`src/rtl/mul_div_unit.sv`:
```
// mul_div_unit: iterative RV32M multiply/divide, one radix-2 step per clock.
// Multiply is shift-add on magnitudes and divide is restoring shift-subtract
// on magnitudes. The sign is fixed up on the final iteration edge.
// Divide-by-zero and signed overflow are resolved at acceptance and skip CALC.
`timescale 1ns/1ps

module mul_div_unit #(
  parameter int WIDTH = 32,
  parameter int CNT_W = $clog2(WIDTH) + 1
) (
  input  logic             clk,
  input  logic             rst_n,
  input  logic             start,
  input  logic [2:0]       op,
  input  logic [WIDTH-1:0] A,
  input  logic [WIDTH-1:0] B,
  output logic             busy,
  output logic             done,
  output logic [WIDTH-1:0] result,
  output logic             zero
);

  localparam logic [2:0] OP_MUL    = 3'b000;
  localparam logic [2:0] OP_MULH   = 3'b001;
  localparam logic [2:0] OP_MULHSU = 3'b010;
  localparam logic [2:0] OP_MULHU  = 3'b011;
  localparam logic [2:0] OP_DIV    = 3'b100;
  localparam logic [2:0] OP_DIVU   = 3'b101;
  localparam logic [2:0] OP_REM    = 3'b110;
  localparam logic [2:0] OP_REMU   = 3'b111;

  localparam logic [CNT_W-1:0] LAST  = CNT_W'(WIDTH - 1);
  localparam logic [WIDTH-1:0] MIN_S = {1'b1, {(WIDTH-1){1'b0}}};

  typedef enum logic [1:0] {S_IDLE, S_CALC, S_DONE} state_t;

  // Captured request: opcode plus the precomputed sign fix-up.
  typedef struct packed {
    logic [2:0] op;
    logic       neg;
  } ctl_t;

  state_t               state_q, state_d;
  ctl_t                 ctl_q;
  logic [CNT_W-1:0]     cnt_q;
  logic [2*WIDTH-1:0]   acc_q;    // mul: {hi, lo/multiplier}; div: {rem, quo/dividend}
  logic [WIDTH-1:0]     opnd_q;   // mul: multiplicand magnitude; div: divisor magnitude

  // Request decode on the live inputs, only used at the accepting edge.
  logic             a_signed, b_signed, a_neg, b_neg, res_neg;
  logic [WIDTH-1:0] a_mag, b_mag, fast_res;
  logic             div_by_zero, div_ovf, fast;

  // Decode signedness, magnitudes and the fast-path result.
  always_comb begin
    a_signed    = op[2] ? ~op[0] : (op[1:0] != 2'b11);
    b_signed    = op[2] ? ~op[0] : ~op[1];
    a_neg       = a_signed & A[WIDTH-1];
    b_neg       = b_signed & B[WIDTH-1];
    a_mag       = a_neg ? -A : A;
    b_mag       = b_neg ? -B : B;
    // The remainder follows the dividend. Everything else follows the sign XOR.
    res_neg     = (op == OP_REM) ? a_neg : (a_neg ^ b_neg);
    div_by_zero = op[2] & (B == '0);
    div_ovf     = op[2] & ~op[0] & (A == MIN_S) & (B == '1);
    fast        = div_by_zero | div_ovf;
    fast_res    = '0;
    if (div_by_zero)  fast_res = op[1] ? A : '1;
    else if (div_ovf) fast_res = op[1] ? '0 : A;
  end

  // One radix-2 step: shift-add for multiply, restoring subtract for divide.
  logic [WIDTH:0]       sum, shifted, diff;
  logic                 take;
  logic [WIDTH-1:0]     rem_n;
  logic [2*WIDTH-1:0]   acc_nxt;
  always_comb begin
    sum     = {1'b0, acc_q[2*WIDTH-1:WIDTH]} + (acc_q[0] ? {1'b0, opnd_q} : '0);
    shifted = acc_q[2*WIDTH-1:WIDTH-1];
    diff    = shifted - {1'b0, opnd_q};
    take    = ~diff[WIDTH];
    rem_n   = take ? diff[WIDTH-1:0] : shifted[WIDTH-1:0];
    acc_nxt = ctl_q.op[2] ? {rem_n, acc_q[WIDTH-2:0], take}
                          : {sum, acc_q[WIDTH-1:1]};
  end

  // Sign-correct and select the final result from the last step's value.
  logic [2*WIDTH-1:0] prod;
  logic [WIDTH-1:0]   quo, rem, final_res;
  always_comb begin
    prod = ctl_q.neg ? -acc_nxt : acc_nxt;
    quo  = acc_nxt[WIDTH-1:0];
    rem  = acc_nxt[2*WIDTH-1:WIDTH];
    case (ctl_q.op)
      OP_MUL:                       final_res = prod[WIDTH-1:0];
      OP_MULH, OP_MULHSU, OP_MULHU: final_res = prod[2*WIDTH-1:WIDTH];
      OP_DIV:                       final_res = ctl_q.neg ? -quo : quo;
      OP_DIVU:                      final_res = quo;
      OP_REM:                       final_res = ctl_q.neg ? -rem : rem;
      OP_REMU:                      final_res = rem;
      default:                      final_res = '0;
    endcase
  end

  // State register.
  always_ff @(posedge clk or negedge rst_n) begin
    if (!rst_n) state_q <= S_IDLE;
    else        state_q <= state_d;
  end

  // Next-state logic and handshake outputs.
  always_comb begin
    state_d = state_q;
    busy    = 1'b0;
    done    = 1'b0;
    case (state_q)
      S_IDLE: if (start) state_d = fast ? S_DONE : S_CALC;
      S_CALC: begin
        busy = 1'b1;
        if (cnt_q == LAST) state_d = S_DONE;
      end
      S_DONE: begin
        busy    = 1'b1;
        done    = 1'b1;
        state_d = S_IDLE;
      end
      default: state_d = S_IDLE;
    endcase
  end

  // Datapath: capture at acceptance, iterate in CALC, register the result.
  always_ff @(posedge clk or negedge rst_n) begin
    if (!rst_n) begin
      ctl_q  <= '0;
      cnt_q  <= '0;
      acc_q  <= '0;
      opnd_q <= '0;
      result <= '0;
    end else if (state_q == S_IDLE && start) begin
      ctl_q.op  <= op;
      ctl_q.neg <= res_neg;
      cnt_q     <= '0;
      if (fast) begin
        result <= fast_res;
      end else if (op[2]) begin
        acc_q  <= {{WIDTH{1'b0}}, a_mag};
        opnd_q <= b_mag;
      end else begin
        acc_q  <= {{WIDTH{1'b0}}, b_mag};
        opnd_q <= a_mag;
      end
    end else if (state_q == S_CALC) begin
      acc_q <= acc_nxt;
      cnt_q <= cnt_q + 1'b1;
      if (cnt_q == LAST) result <= final_res;
    end
  end

  assign zero = (result == '0);

endmodule

```
`config.mk`:
```
export PLATFORM = sky130hd
export DESIGN_NAME = mul_div_unit
export DESIGN_NICKNAME = d
export VERILOG_FILES = /design/src/rtl/mul_div_unit.sv
export SDC_FILE = /design/constraint.sdc
export NUM_CORES = 1
export LEC_CHECK = 0
export ABC_CLOCK_PERIOD_IN_PS = 5500
export BUFFER_PORTS_ARGS = -buffer_cell sky130_fd_sc_hd__clkbuf_2
export CAP_MARGIN = 15
export CORE_ASPECT_RATIO = 0.8
export CORE_UTILIZATION = 29
export CTS_CLUSTER_DIAMETER = 120
export CTS_CLUSTER_SIZE = 24
export DETAILED_ROUTE_END_ITERATION = 8
export GPL_TIMING_DRIVEN = 0
export PLACE_DENSITY = 0.5
export SLEW_MARGIN = 20
export SYNTH_ARGS = -nofsm -noshare
export SYNTH_HDL_FRONTEND = slang
export SYNTH_SLANG_ARGS = --single-unit
```
`constraint.sdc`:
```
create_clock -name clk -period 5.5 [get_ports clk]
set_input_delay 1.1 -clock clk [delete_from_list [all_inputs] [get_ports clk]]
set_output_delay 1.1 -clock clk [all_outputs]
set_load 0.03 [all_outputs]
```
==> key figures <==
Setup path
  – CP endpoint kind: flop
  – Crit path kind: reg2reg
  – Startpoint Class: flop
  – Worst-path fanout max: 10
  – Worst path most repeated cell: clkbuf_4
  – Slowest stage delay, CP: 0.46 ns
  – Slowest cell on crit path: or3_4
  – Worst-path cell chain: buf_4, buf_2, inv_1, buf_2, clkbuf_4, clkbuf_4, clkbuf_4, a21o_1, inv_1, ha_2, nor3b_4, o221ai_2, or2_4, nor2_4, nand3_2, or3_4, nor2_4, nand4_1, buf_6, o21ai_2, xor2_1, a221oi_2, o221ai_1
  – R2r setup slk: -0.25 ns
  – WP data required: 5.83 ns
  – Arrival @ worst endpoint: 6.08 ns

GRT
  – Initial antenna violation count: 1
  – First-pass GRT wire length: 140.7 mm
  – Gr ovfl total: 0
  – Vias in the first global route: 18,900
  – Pin count of the biggest net entering global routing: 72
  – Total track usage: 0.3330

STA
  – Fin crit share: 1.045
  – Number of setup violations in the final report: 15
  – Hold Vio Cnt, Final: 0
  – Final Max Tran Viols: 0
  – Setup TNS: -1.667 ns
  – RSZ-0062 raised after global routing: yes
  – Final Critical Period: 5.747 ns
  – Slew margin rel.: 0.1518
  – Fmax: 174.0 MHz
  – Clock skew: 0.02581 ns
  – Slew @ Worst Pin: 1.266 ns
  – Worst setup margin: -0.2475 ns

Placed design
  – GPL Wtd Cong: 1.051
  – DP Wirelength: 80.69 mm
  – Port bufs: 103

Clock tree
  – CTS Buf Count: 17
  – Clock Latency Late Sink: 0.51 ns
  – Clock Root Buffer: clkbuf_16
  – H-tree depth: 4
  – Clock transition at the registers of the reported paths: 0.07 ns
  – CTS tree: done
  – Clock buffer depth: 2
  – # hold bufs at CTS: 0
  – CTS Sinks: 140

Yosys
  – Synthesized netlist cell count: 2,410
  – Synth top area share: 0.2063
  – Sequential area share after synthesis: 0.2063
  – Yosys warning count: 0
  – Most common cell in the netlist: nand2_1
  – Top cells by count, synth: nand2_1 (308), o21ai_0 (269), nor2_1 (262)
  – Syn nets: 2,554
  – Cell taking the most area after synthesis: dfrtp_1
  – Post-synthesis average cell area: 7.048 um2
  – Yosys cell types: 106
  – Area contributors post-synth: dfrtp_1 (21%), o21ai_0 (7.9%), nand2_1 (6.8%)
  – Async S/R FF share, synth: 1.000
  – EDFF count, synth: 0
  – Yosys reg bits: 140
  – Cell Area, Synth: 16,990 um2
  – Top_reg_cell synth: dfrtp_1

Floorplan
  – Cell Rows: 78
  – Area of the core: 57,290 um2
  – I/O pin total: 105
  – Die ar.: 59,550 um2
  – Initial Utilization: 0.2965
  – Die X: 272.6 um
  – Chip height: 218.5 um

Route
  – Detail Route Antenna Nets: 0
  – Vias/cell: 6.211
  – First DRT Iteration DRCs: 2,691
  – Detailed Route WL: 100.3 mm
  – Router iterations before antenna repair: 7
  – DR WL/cell: 30.01 um
  – DRC Markers: 0
  – DR vias: 20,760

Finish
  – Layout cells sized above 1: 0.1484
  – Register area: 3522 um2
  – Area taken by multi-input logic gates: 13,170 um2
  – Area growth syn-to-layout: 18.28%
  – # fillers: 6,152
  – Nets: 2,712

Power and ir drop
  – Pleak: 7.773 nW
  – Total chip power: 13.95 mW
  – Power Density: 694.3 nW/um2
  – Peak VDD IR: 0.2995 mV

Run status
  – Failing checks: negative setup slack
  – Status: finished with violations

Hold path
  – Hold Crit Class: reg2reg

Run
  – Max-cap violation count: 0
[per-stage QoR]
stage / setup slack [ns] / hold WS, ns / instance area, um2 / cells / util
after floorplan: 0.1020 / 0.4632 / 16990 / 2410 / -
after global placement: -3.770 / 0.5036 / 18450 / 3273 / 0.3221
after detailed placement: -3.694 / 0.5106 / 18490 / 3274 / 0.3227
after CTS: -0.07760 / 0.5255 / 19650 / 3330 / 0.3430
after global routing: -0.2521 / 0.5588 / 20090 / 3341 / 0.3507
final: -0.2475 / 0.5297 / 20090 / 3342 / 0.3507
[final cells by class]
| type | count | share of cell area |
|---|---|---|
| buffer | 158 | 0.03643 |
| clock buffer | 18 | 0.02186 |
| sequential | 140 | 0.1753 |
| timing repair buffer | 143 | 0.04260 |
| tap | 760 | 0.04733 |
| multi-input combinational | 2036 | 0.6553 |
| clock inverter | 14 | 0.007598 |
| antenna | 1 | 0.0001246 |
| inverter | 72 | 0.01345 |
[repair_timing]
action                     in CTS  in global routing
pin swaps                      30                 44
gates resized for setup       104                 78
setup buffers                  25                 14
setup endpoints to repair      45                 52
[critical path: cells and delay by family (launching register included)]
kind | cells | cell delay, ns
adders and majority gates | 1 | 0.18
AOI/OAI and AO/OA | 5 | 1.18
buffers and inverters | 9 | 2.29
xor gates and xnor gates | 1 | 0.09
and+or+nand+nor | 7 | 1.50
DFF | 1 | 0.32
[worst paths after layout]
| check | startpoint | to | depth (start not counted) |
|---|---|---|---|
| worst max-delay path | ctl_q[3]$_DFFE_PN0P_ | result[20]$_DFFE_PN0P_ | 23 |
| worst min-delay path | result[7]$_DFFE_PN0P_ | result[7]$_DFFE_PN0P_ | 2 |
| worst max register to register | ctl_q[3]$_DFFE_PN0P_ | result[20]$_DFFE_PN0P_ | 23 |
| worst min register to register | result[7]$_DFFE_PN0P_ | result[7]$_DFFE_PN0P_ | 2 |
| max in group asynchronous | rst_n | acc_q[13]$_DFFE_PN0P_ | 2 |
| min in group asynchronous | rst_n | acc_q[53]$_DFFE_PN0P_ | 1 |
[flip-flops by register name (all words and copies together), names as in the netlist]
signal   cells
acc_q       64
result      32
cnt_q        6
ctl_q        4
state_q      2
opnd_q      32
[power breakdown]
group	switching (mW)	internal, mW
Sequential	0.505	1.35
Combinational	7.53	3.32
Clock	0.589	0.651
Total	8.63	5.32
[routing by layer]
layer / track usage / up-vias / wire (um)
li1: - / 9087 / -
met1: 0.4878 / 10310 / 46160
met5: 0 / - / 0
met4: 0.1146 / 0 / 3546
met3: 0.08373 / 148 / 10890
met2: 0.4640 / 1214 / 39690
[logic make-up after synthesis]
| logic type | synth area share |
|---|---|
| simple gates | 0.2431 |
| compound gates | 0.3119 |
| buf+inv | 0.05510 |
| xor+xnor | 0.09694 |
| flops | 0.2063 |
| fa+ha+maj | 0.05540 |
| mux | 0.03131 |
[cells in the final DEF (no fill, tap or decap), types with 10 or more instances in the layout]
cell type  count
clkbuf_1     103
clkbuf_2     107
clkbuf_16     17
o21ai_1       12
o21ai_2       11
xnor2_1       98
o22ai_1       19
a21oi_1      205
a211oi_1      15
o21a_1        14
inv_1         68
or3_1         21
buf_4         44
buf_1         15
o211ai_1      47
dfrtp_2       12
dfrtp_1      127
o21ai_0      261
o31ai_1       21
a31oi_1       45
nor2_1       259
nand2_1      302
nand3_1       48
xor2_1        88
nor4_1        18
nand4_1       39
mux2i_1       41
and2_1        43
buf_6         10
buf_2         13
a21o_1        21
o221ai_1      10
nand2b_1      11
nor3_1        55
or2_2         10
ha_1          60
Note: power is estimated with default switching activity, not from simulation.
